File: config.mk
export PLATFORM = sky130hd
export DESIGN_NAME = est_sync_dr_fifo
export DESIGN_NICKNAME = d
export VERILOG_FILES = /design/src/rtl/est_sync_dr_fifo_pkg.sv /design/src/rtl/est_sync_dr_fifo_dr_detect.sv /design/src/rtl/est_sync_dr_fifo.sv
export SDC_FILE = /design/constraint.sdc
export NUM_CORES = 1
export LEC_CHECK = 0
export BUFFER_PORTS_ARGS = -buffer_cell sky130_fd_sc_hd__buf_2
export CAP_MARGIN = 20
export CORE_ASPECT_RATIO = 1.5
export CORE_UTILIZATION = 46
export CTS_BUF_LIST = sky130_fd_sc_hd__clkbuf_8
export CTS_CLUSTER_DIAMETER = 40
export CTS_CLUSTER_SIZE = 20
export DETAILED_ROUTE_END_ITERATION = 16
export PLACE_DENSITY = 0.66
export SYNTH_ARGS = -nofsm -noshare
export SYNTH_HDL_FRONTEND = slang
export SYNTH_SLANG_ARGS = --single-unit
File: constraint.sdc
create_clock -name clk -period 2.7 [get_ports clk]
set_input_delay 0.54 -clock clk [delete_from_list [all_inputs] [get_ports clk]]
set_output_delay 0.54 -clock clk [all_outputs]
set_load 0.01 [all_outputs]
File: src/rtl/est_sync_dr_fifo_pkg.sv
// Shared types and dual-rail helpers for clocked dual-rail stages.
// Encoding: logical bit i maps to true rail [2i+1] and false rail [2i].
package est_sync_pkg;

  localparam int DR_MAX_W  = 64;
  localparam int DR_BUS_MAX = 2 * DR_MAX_W;

  typedef enum logic [0:0] {
    IN_DATA = 1'b0,
    IN_NULL = 1'b1
  } in_state_t;

  typedef enum logic [0:0] {
    OUT_NULL  = 1'b0,
    OUT_VALID = 1'b1
  } out_state_t;

  function automatic int count_width(input int depth);
    return $clog2(depth + 1);
  endfunction

  // Callers zero-extend narrower words and truncate the result to 2*WIDTH.
  function automatic logic [DR_BUS_MAX-1:0] dr_encode(input logic [DR_MAX_W-1:0] word);
    logic [DR_BUS_MAX-1:0] bus;
    for (int i = 0; i < DR_MAX_W; i++) begin
      bus[2*i+1] = word[i];
      bus[2*i]   = ~word[i];
    end
    return bus;
  endfunction

  function automatic logic [DR_MAX_W-1:0] dr_decode(input logic [DR_BUS_MAX-1:0] bus);
    logic [DR_MAX_W-1:0] word;
    for (int i = 0; i < DR_MAX_W; i++) begin
      word[i] = bus[2*i+1];
    end
    return word;
  endfunction

endpackage

File: src/rtl/est_sync_dr_fifo_dr_detect.sv
// Completion / null / invalid detection for a WIDTH-bit dual-rail bus.
module dr_detect #(
  parameter int WIDTH = 4
) (
  input  logic [2*WIDTH-1:0] bus,
  output logic               complete,
  output logic               is_null,
  output logic               invalid
);

  logic [WIDTH-1:0] pair_one;
  logic [WIDTH-1:0] pair_both;

  generate
    for (genvar gi = 0; gi < WIDTH; gi++) begin : g_pair
      assign pair_one[gi]  = bus[2*gi+1] ^ bus[2*gi];
      assign pair_both[gi] = bus[2*gi+1] & bus[2*gi];
    end
  endgenerate

  assign complete = &pair_one;
  assign is_null  = ~|bus;
  assign invalid  = |pair_both;

endmodule

File: src/rtl/est_sync_dr_fifo.sv
// Dual-rail in / dual-rail out FIFO bridging four-phase handshakes to clocked logic.
// Optional EST_SYNC_DR_FIFO_SYNC_IN_EN adds 2-flop synchronisers on data_in and ack_next.
module est_sync_dr_fifo
  import est_sync_pkg::*;
#(
  parameter int               WIDTH     = 4,
  parameter int               DEPTH     = 4,
  parameter int               NUM_ACK   = 2,
  parameter bit               RST_TOKEN = 1'b1,
  parameter logic [WIDTH-1:0] RST_VALUE = '0
) (
  input  logic                             clk,
  input  logic                             rst,
  input  logic [2*WIDTH-1:0]               data_in,
  output logic                             ack_ant,
  output logic [2*WIDTH-1:0]               data_out,
  input  logic [NUM_ACK-1:0]               ack_next,
  output logic [count_width(DEPTH)-1:0]    count,
  output logic                             err
);

  localparam int CW    = count_width(DEPTH);
  localparam int PTR_W = (DEPTH > 1) ? $clog2(DEPTH) : 1;
  localparam logic [PTR_W-1:0] RST_WR_PTR = PTR_W'((RST_TOKEN && DEPTH > 1) ? 1 : 0);

  logic [2*WIDTH-1:0] din_s;
  logic [NUM_ACK-1:0] ack_s;

`ifdef EST_SYNC_DR_FIFO_SYNC_IN_EN
  logic [2*WIDTH-1:0] din_meta_reg, din_sync_reg;
  logic [NUM_ACK-1:0] ack_meta_reg, ack_sync_reg;

  always_ff @(posedge clk) begin
    if (rst) begin
      din_meta_reg <= '0;
      din_sync_reg <= '0;
      ack_meta_reg <= '0;
      ack_sync_reg <= '0;
    end else begin
      din_meta_reg <= data_in;
      din_sync_reg <= din_meta_reg;
      ack_meta_reg <= ack_next;
      ack_sync_reg <= ack_meta_reg;
    end
  end

  assign din_s = din_sync_reg;
  assign ack_s = ack_sync_reg;
`else
  assign din_s = data_in;
  assign ack_s = ack_next;
`endif

  logic din_complete, din_null, din_invalid;

  dr_detect #(.WIDTH(WIDTH)) u_detect (
    .bus      (din_s),
    .complete (din_complete),
    .is_null  (din_null),
    .invalid  (din_invalid)
  );

  logic [WIDTH-1:0] din_word;
  assign din_word = WIDTH'(dr_decode(DR_BUS_MAX'(din_s)));

  logic ack_all_one, ack_all_zero;
  assign ack_all_one  = &ack_s;
  assign ack_all_zero = ~|ack_s;

  logic [CW-1:0]    count_reg, count_next;
  logic [PTR_W-1:0] wr_ptr_reg, rd_ptr_reg;
  logic [WIDTH-1:0] mem_reg [DEPTH];
  logic             fifo_full, fifo_empty;

  assign fifo_full  = (count_reg >= CW'(DEPTH));
  assign fifo_empty = (count_reg == '0);

  function automatic logic [PTR_W-1:0] ptr_inc(input logic [PTR_W-1:0] ptr);
    return (ptr == PTR_W'(DEPTH - 1)) ? '0 : ptr + 1'b1;
  endfunction

  // Input FSM
  in_state_t in_state_reg, in_state_next;
  logic      push_en;

  always_ff @(posedge clk) begin
    if (rst) in_state_reg <= IN_DATA;
    else     in_state_reg <= in_state_next;
  end

  always_comb begin
    in_state_next = in_state_reg;
    case (in_state_reg)
      IN_DATA: if (din_complete && !fifo_full) in_state_next = IN_NULL;
      IN_NULL: if (din_null)                   in_state_next = IN_DATA;
      default: in_state_next = IN_DATA;
    endcase
  end

  always_comb begin
    ack_ant = (in_state_reg == IN_NULL);
    push_en = (in_state_reg == IN_DATA) && din_complete && !fifo_full;
  end

  // Output FSM
  out_state_t out_state_reg, out_state_next;
  logic       load_en, pop_en;

  always_ff @(posedge clk) begin
    if (rst) out_state_reg <= OUT_NULL;
    else     out_state_reg <= out_state_next;
  end

  always_comb begin
    out_state_next = out_state_reg;
    case (out_state_reg)
      OUT_NULL:  if (!fifo_empty && ack_all_zero) out_state_next = OUT_VALID;
      OUT_VALID: if (ack_all_one)                 out_state_next = OUT_NULL;
      default:   out_state_next = OUT_NULL;
    endcase
  end

  always_comb begin
    load_en = (out_state_reg == OUT_NULL) && !fifo_empty && ack_all_zero;
    pop_en  = (out_state_reg == OUT_VALID) && ack_all_one;
  end

  // Storage, pointers and occupancy
  always_ff @(posedge clk) begin
    if (rst) begin
      if (RST_TOKEN) mem_reg[0] <= RST_VALUE;
    end else if (push_en) begin
      mem_reg[wr_ptr_reg] <= din_word;
    end
  end

  always_comb begin
    count_next = count_reg;
    case ({push_en, pop_en})
      2'b10:   count_next = count_reg + 1'b1;
      2'b01:   count_next = count_reg - 1'b1;
      default: count_next = count_reg;
    endcase
  end

  logic [2*WIDTH-1:0] data_out_reg;
  logic               err_reg;

  always_ff @(posedge clk) begin
    if (rst) begin
      count_reg    <= CW'(RST_TOKEN);
      wr_ptr_reg   <= RST_WR_PTR;
      rd_ptr_reg   <= '0;
      data_out_reg <= '0;
      err_reg      <= 1'b0;
    end else begin
      count_reg <= count_next;
      if (push_en) wr_ptr_reg <= ptr_inc(wr_ptr_reg);
      if (pop_en)  rd_ptr_reg <= ptr_inc(rd_ptr_reg);
      // The head is re-read at load time, so data_out never bypasses the array.
      if (load_en)     data_out_reg <= (2*WIDTH)'(dr_encode(DR_MAX_W'(mem_reg[rd_ptr_reg])));
      else if (pop_en) data_out_reg <= '0;
      if (din_invalid) err_reg <= 1'b1;
    end
  end

  assign data_out = data_out_reg;
  assign count    = count_reg;
  assign err      = err_reg;

endmodule
Word-level counts from Yosys, hierarchy flattened
Memories as Yosys holds them, arrays and structs flattened. A register that Yosys moved wholly into a read port is not among the register bits.
Cells that the tools add are included.
{"block": "word_totals", "register_bits": 18, "ram_bits": 16, "inputBits": 12, "out_inout_bits": 13, "word_cells": 71, "mem_count": 1}
{"name": "mem_reg", "depth": 4, "width": 4, "rd": 1, "rd_ports_with_merged_regs": 1, "write_ports": 1, "line": "est_sync_dr_fifo.sv:72", "rtl": "logic [WIDTH-1:0] mem_reg [DEPTH];"}
{"block": "classes", "addsub": 4, "order_cmp": 1, "eq_ne": 4, "mux": 21, "n_bitwise": 14, "reduce_logical": 19}
{"cell": "$mux W8", "n": 2}
{"cell": "$mux W1", "n": 10}
{"cell": "$mux W2", "n": 5}
{"cell": "$reduce_or A4 Y1", "n": 2}
{"cell": "$reduce_or A8 Y1", "n": 1}
{"cell": "$logic_and A1 B1 Y1", "n": 7}
{"cell": "$eq A2 B2 Y1 const B", "n": 3}
{"cell": "$not A1 Y1", "n": 6}
{"cell": "$pmux W3 S2", "n": 1}
{"cell": "$add A2 B1 Y2 const B", "n": 2}
{"cell": "$and A1 B1 Y1", "n": 4}
{"cell": "$mux W4", "n": 1}
{"cell": "$pmux W1 S2", "n": 2}
{"cell": "$reduce_and A4 Y1", "n": 1}
{"cell": "$reduce_bool A2 Y1", "n": 2}
{"cell": "$xor A1 B1 Y1", "n": 4}
{"cell": "$add A3 B1 Y3 const B", "n": 1}
{"cell": "$ge A3 B3 Y1 const B", "n": 1}
{"cell": "$logic_not A1 Y1", "n": 3}
{"cell": "$logic_not A3 Y1", "n": 1}
{"cell": "$sub A3 B1 Y3 const B", "n": 1}
{"cell": "$eq A2 B1 Y1 const B", "n": 1}
{"cell": "$reduce_and A2 Y1", "n": 1}
{"cell": "$reduce_or A2 Y1", "n": 1}

Depth between registers and ports, before layout
{"block": "logic_depth", "word_depth": 9, "depth_mapped": 10, "mapped_depth_nobuf": 10}

Cells and area by module
Synthesis repeated with hierarchy kept, for this count alone.
{"block": "hier_totals", "hier_cells": 130, "area_unflattened_um2": 1592.8}
{"mod": "est_sync_dr_fifo", "n_inst": 1, "cells_per_inst": 111, "area_per_inst_um2": 1437.6, "seq_area_each_um2": 880.8}
{"mod": "dr_detect", "n_inst": 1, "cells_per_inst": 19, "area_per_inst_um2": 155.1, "seq_area_each_um2": 0.0}

Worst setup path after synthesis
No wires, ideal clock.
{"block": "synth_timing", "path_kind": "input-to-reg", "from": "in data_in[0]", "to": "reg count_reg[2], in the netlist count[2]", "setup_time_ns": 0.071, "t_arrival_ns": 2.363, "t_required_ns": 2.629, "path_slack_ns": 0.267, "stages": 10, "n_path_buf": 0, "cell_sequence": "inv_1 ha_1 and4bb_1 nand3_2 ha_1 inv_1 fa_1 xor2_1 or3_1 a21oi_1"}
{"block": "synth_via", "elab_chain_cells": 6, "elab_cells_between_ends": 8, "cone_classes": "eq/ne (2); mux (1); bitwise (1); reduce/logical (4)"}
{"element": "start: declaration", "line": "est_sync_dr_fifo.sv:14", "rtl": "input logic [2*WIDTH-1:0] data_in,"}
{"element": "$xor A1 B1 Y1 *", "line": "est_sync_dr_fifo_dr_detect.sv:16", "rtl": "assign pair_one[gi] = bus[2*gi+1] ^ bus[2*gi];"}
{"element": "$reduce_and A4 Y1 *", "line": "est_sync_dr_fifo_dr_detect.sv:21", "rtl": "assign complete = &pair_one;"}
{"element": "$logic_and A1 B1 Y1 * (2 in a row)", "line": "est_sync_dr_fifo.sv:102", "rtl": "push_en = (in_state_reg == IN_DATA) && din_complete && !fifo_full;"}
{"element": "$eq A2 B1 Y1 / $eq A2 B2 Y1 (equally long branches)", "line": "est_sync_dr_fifo.sv:139", "rtl": "case ({push_en, pop_en})"}
{"element": "$pmux W3 S2 / $reduce_bool A2 Y1 (equally long branches)"}
{"element": "end signal: assignment", "line": "est_sync_dr_fifo.sv:151", "rtl": "count_reg <= CW'(RST_TOKEN);"}
{"element": "end signal: assignment", "line": "est_sync_dr_fifo.sv:157", "rtl": "count_reg <= count_next;"}
{"element": "end: declaration", "line": "est_sync_dr_fifo.sv:70", "rtl": "logic [CW-1:0] count_reg, count_next;"}
Every way passes the cells marked *; elsewhere a longest branch is shown, timed or not.
A chain may end at the register's enable or synchronous reset.

Worst setup path in the final report
Same ends and word-level chain as after synthesis.

==> impl_metrics.env <==
export IMPL_drt_iter0_markers=27
export IMPL_synth_simple_gate_area_frac=0.1449
export IMPL_num_rows=25
export IMPL_tightestPinTransition_ps=422.2
export IMPL_initial_core_util=0.4932
export IMPL_grt_ovfl_total=0
export IMPL_preCtsSetupSlack_ps=117.0
export IMPL_synthMuxAreaShare=0.06299
export IMPL_die_y_microns=73.98
export IMPL_grt_pass1_wl_microns=4340
export IMPL_syn_instance_count=131
export IMPL_fin_crit_ps=2279
export IMPL_cp_cell_sequence="buf_2, inv_1, ha_1, and4bb_1, nand3_2, ha_1, inv_1, fa_1, xor2_1, or3_1, a21oi_1"
export IMPL_slew_headroom=0.7163
export IMPL_largest_reg_flops=16
export IMPL_synth_cell_types=34
export IMPL_clockBufferDepth=2
export IMPL_drtPass1Iterations=6
export IMPL_max_vdd_ir_drop_mv=0.3184
export IMPL_start_kind="input pin"
export IMPL_clock_latency_ps=280
export IMPL_intPower_mw=0.8157
export IMPL_tritoncts="built"
export IMPL_antenna_left=0
export IMPL_synth_top_family_by_area="simple AND/OR/NAND/NOR gates"
export IMPL_syn_to_final_growth_pct=16.30
export IMPL_drc=0
export IMPL_leakagePower_nw=0.8045
export IMPL_synth_top_flop_cell="dfxtp_1"
export IMPL_async_reset_ff_frac=0
export IMPL_synth_seq_cells=36
export IMPL_wire_per_inst_microns=13.33
export IMPL_die_w_microns=49.99
export IMPL_cts_max_level=2
export IMPL_arrival_ps=2500
export IMPL_clkPwrFrac=0.340
export IMPL_synth_top_area_cell="edfxtp_1"
export IMPL_slew_violations=0
export IMPL_synth_area_leaders="edfxtp_1 30%, dfxtp_1 25%, ha_1 8.7%"
export IMPL_port_buffer_count=24
export IMPL_synthAdderAreaFrac=0.09921
export IMPL_crit_type="in -> reg"
export IMPL_gp_congestion=0.7369
export IMPL_synthesis_area_sq_um=1589
export IMPL_hold_ws_ps=482.3
export IMPL_hp_class="reg -> reg"
export IMPL_p_switching_mw=0.2619
export IMPL_grtUsageTotal=0.1685
export IMPL_fin_setup_tns_ps=0
export IMPL_rsz0062_at_grt="no"
export IMPL_cts_setup_buffers=0
export IMPL_required_ps=2920
export IMPL_dp_hpwl_microns=2123
export IMPL_drt_wl_total_microns=2693
export IMPL_cellPowerDensity_nw_per_um2=583.1
export IMPL_layout_nets=185
export IMPL_finalHoldViolations=0
export IMPL_cts_buffers=5
export IMPL_path_clk_slew_ps=70
export IMPL_finalWorstSetupSlack_ps=421.0
export IMPL_ctsResizeCount=0
export IMPL_layout_drive_gt1_share=0.2593
export IMPL_max_stage_delay_ps=370
export IMPL_seqPwrFrac=0.555
export IMPL_vias_per_cell=5.426
export IMPL_yosysSeqAreaShare=0.5543
export IMPL_synth_xor_area_frac=0.01102
export IMPL_synth_top_cell_area_share=0.3024
export IMPL_synth_compound_area_frac=0.08268
export IMPL_hold_buffers=0
export IMPL_setup_violations_final=0
export IMPL_cp_end_kind="register"
export IMPL_syn_avg_cell_area_sq_um=12.13
export IMPL_diodes=0
export IMPL_multiInputGateArea_sq_um=636.9
export IMPL_outcome="completed"
export IMPL_finClkSkew_ps=7.278
export IMPL_switching_share=0.2430
export IMPL_p_comb_frac=0.105
export IMPL_num_vias=1096
export IMPL_core_region_area_sq_um=3222
export IMPL_cts_sinks=36
export IMPL_seqCellArea_sq_um=880.8
export IMPL_grt_pass1_vias=1031
export IMPL_num_fill_cells=274
export IMPL_grt_max_degree=15
export IMPL_synth_edff_count=16
export IMPL_fmax_ghz=0.4388
export IMPL_io_pins=25
export IMPL_yosysWarnings=0
export IMPL_final_cell_area_sq_um=1848
export IMPL_syn_nets=155
export IMPL_root_buffer="clkbuf_8"
export IMPL_max_cap_viol_count=0
export IMPL_cp_max_fo=2
export IMPL_antenna_found_initial=0
export IMPL_slowest_stage="fa_1"
export IMPL_fin_crit_sh=0.8441
export IMPL_dieArea_sq_um=3698
export IMPL_place_area_sq_um=1759
## worst max-delay path, delay by kind of cell
family / cells / cell delay, ps
xor+xnor: 1 / 160
buf+inv: 3 / 200
compound gates: 1 / 140
fa+ha+maj: 3 / 860
simple gates: 3 / 610
## area by class of cell
| class | instances | area share |
|---|---|---|
| multi-input cells | 78 | 0.3446 |
| clock inverters | 3 | 0.01083 |
| well taps | 40 | 0.02708 |
| clock buffers | 5 | 0.03724 |
| repair buffers | 27 | 0.07718 |
| flip-flops and latches | 36 | 0.4766 |
| inverters | 13 | 0.02640 |
## path summary, 6_finish.rpt
kind	depth (start not counted)	start	slack (ps)	endpoint
setup reg to reg	8	count[2]	710	count[2]
setup / recovery	11	data_in[0]	420	count[2]
hold / removal	2	data_out[5]	480	data_out[5]
hold reg to reg	2	data_out[5]	480	data_out[5]
## power by group through the flow
stage                     combinational (mW)  clock (mW)  sequential [mW]
after detailed placement               0.114           0            0.611
after global placement                 0.111           0            0.609
final                                  0.113       0.366            0.599
after floorplan                       0.0705           0            0.614
after global routing                   0.127       0.400            0.601
after CTS                              0.115       0.378            0.599
## cells in the final DEF (no fill, tap or decap)
cell	synthesis	layout
mux2i_1	1	1
edfxtp_1	16	16
o2bb2ai_1	4	4
nand2_1	4	4
o21a_1	1	1
dfxtp_1	20	20
inv_1	12	13
a21boi_0	1	1
or3_4	1	1
nor2_1	4	4
o21ai_0	1	1
o31ai_1	1	1
and4bb_1	1	1
clkbuf_8	0	5
and2_4	1	1
nand4bb_1	1	1
nand3_1	10	10
or3_1	2	2
xor2_1	2	2
nor3_1	7	7
inv_2	1	1
a211o_1	1	1
o22ai_1	4	4
clkinv_4	0	1
ha_1	11	11
mux4_2	4	4
buf_4	0	3
clkinvlp_4	0	1
and3b_1	2	2
o21ai_1	1	1
nand4_1	2	2
fa_1	1	1
nor4_1	1	1
nand3_2	1	1
and3_1	2	2
buf_2	0	24
a21oi_1	6	6
## cells by family (layout without fill, tap and decap cells)
group,count (synthesis),after routing
compound gates,20,20
mux,5,5
fa+ha+maj,12,12
flops,36,36
xor+xnor,2,2
buf+inv,17,48
simple gates,39,39
## Yosys cell counts, types with 3 or more instances
cell type / instances
nand2_1: 4
dfxtp_1: 20
mux4_2: 4
clkbuf_1: 3
nor3_1: 7
ha_1: 11
a21oi_1: 6
nand3_1: 10
nor2_1: 4
o22ai_1: 4
inv_1: 12
o2bb2ai_1: 4
edfxtp_1: 16
## metal layers
metal  global-route usage  vias to the layer above  share of wire
met5                    0                        -              0
met4              0.09524                        0          0.024
met3              0.05521                        8          0.046
met2               0.3289                       39           0.56
met1               0.1448                      509           0.37
li1                     -                      540              -
## metrics by stage
stage | util | power, mW | std cells
3_3_place_gp | 0.5460 | 0.7200 | 194
3_5_place_dp | 0.5460 | 0.7249 | 194
4_1_cts | 0.5736 | 1.091 | 202
2_1_floorplan | - | 0.6849 | 131
6_report | 0.5736 | 1.078 | 202
5_1_grt | 0.5736 | 1.128 | 202
Power figures use the tool's default switching activity.
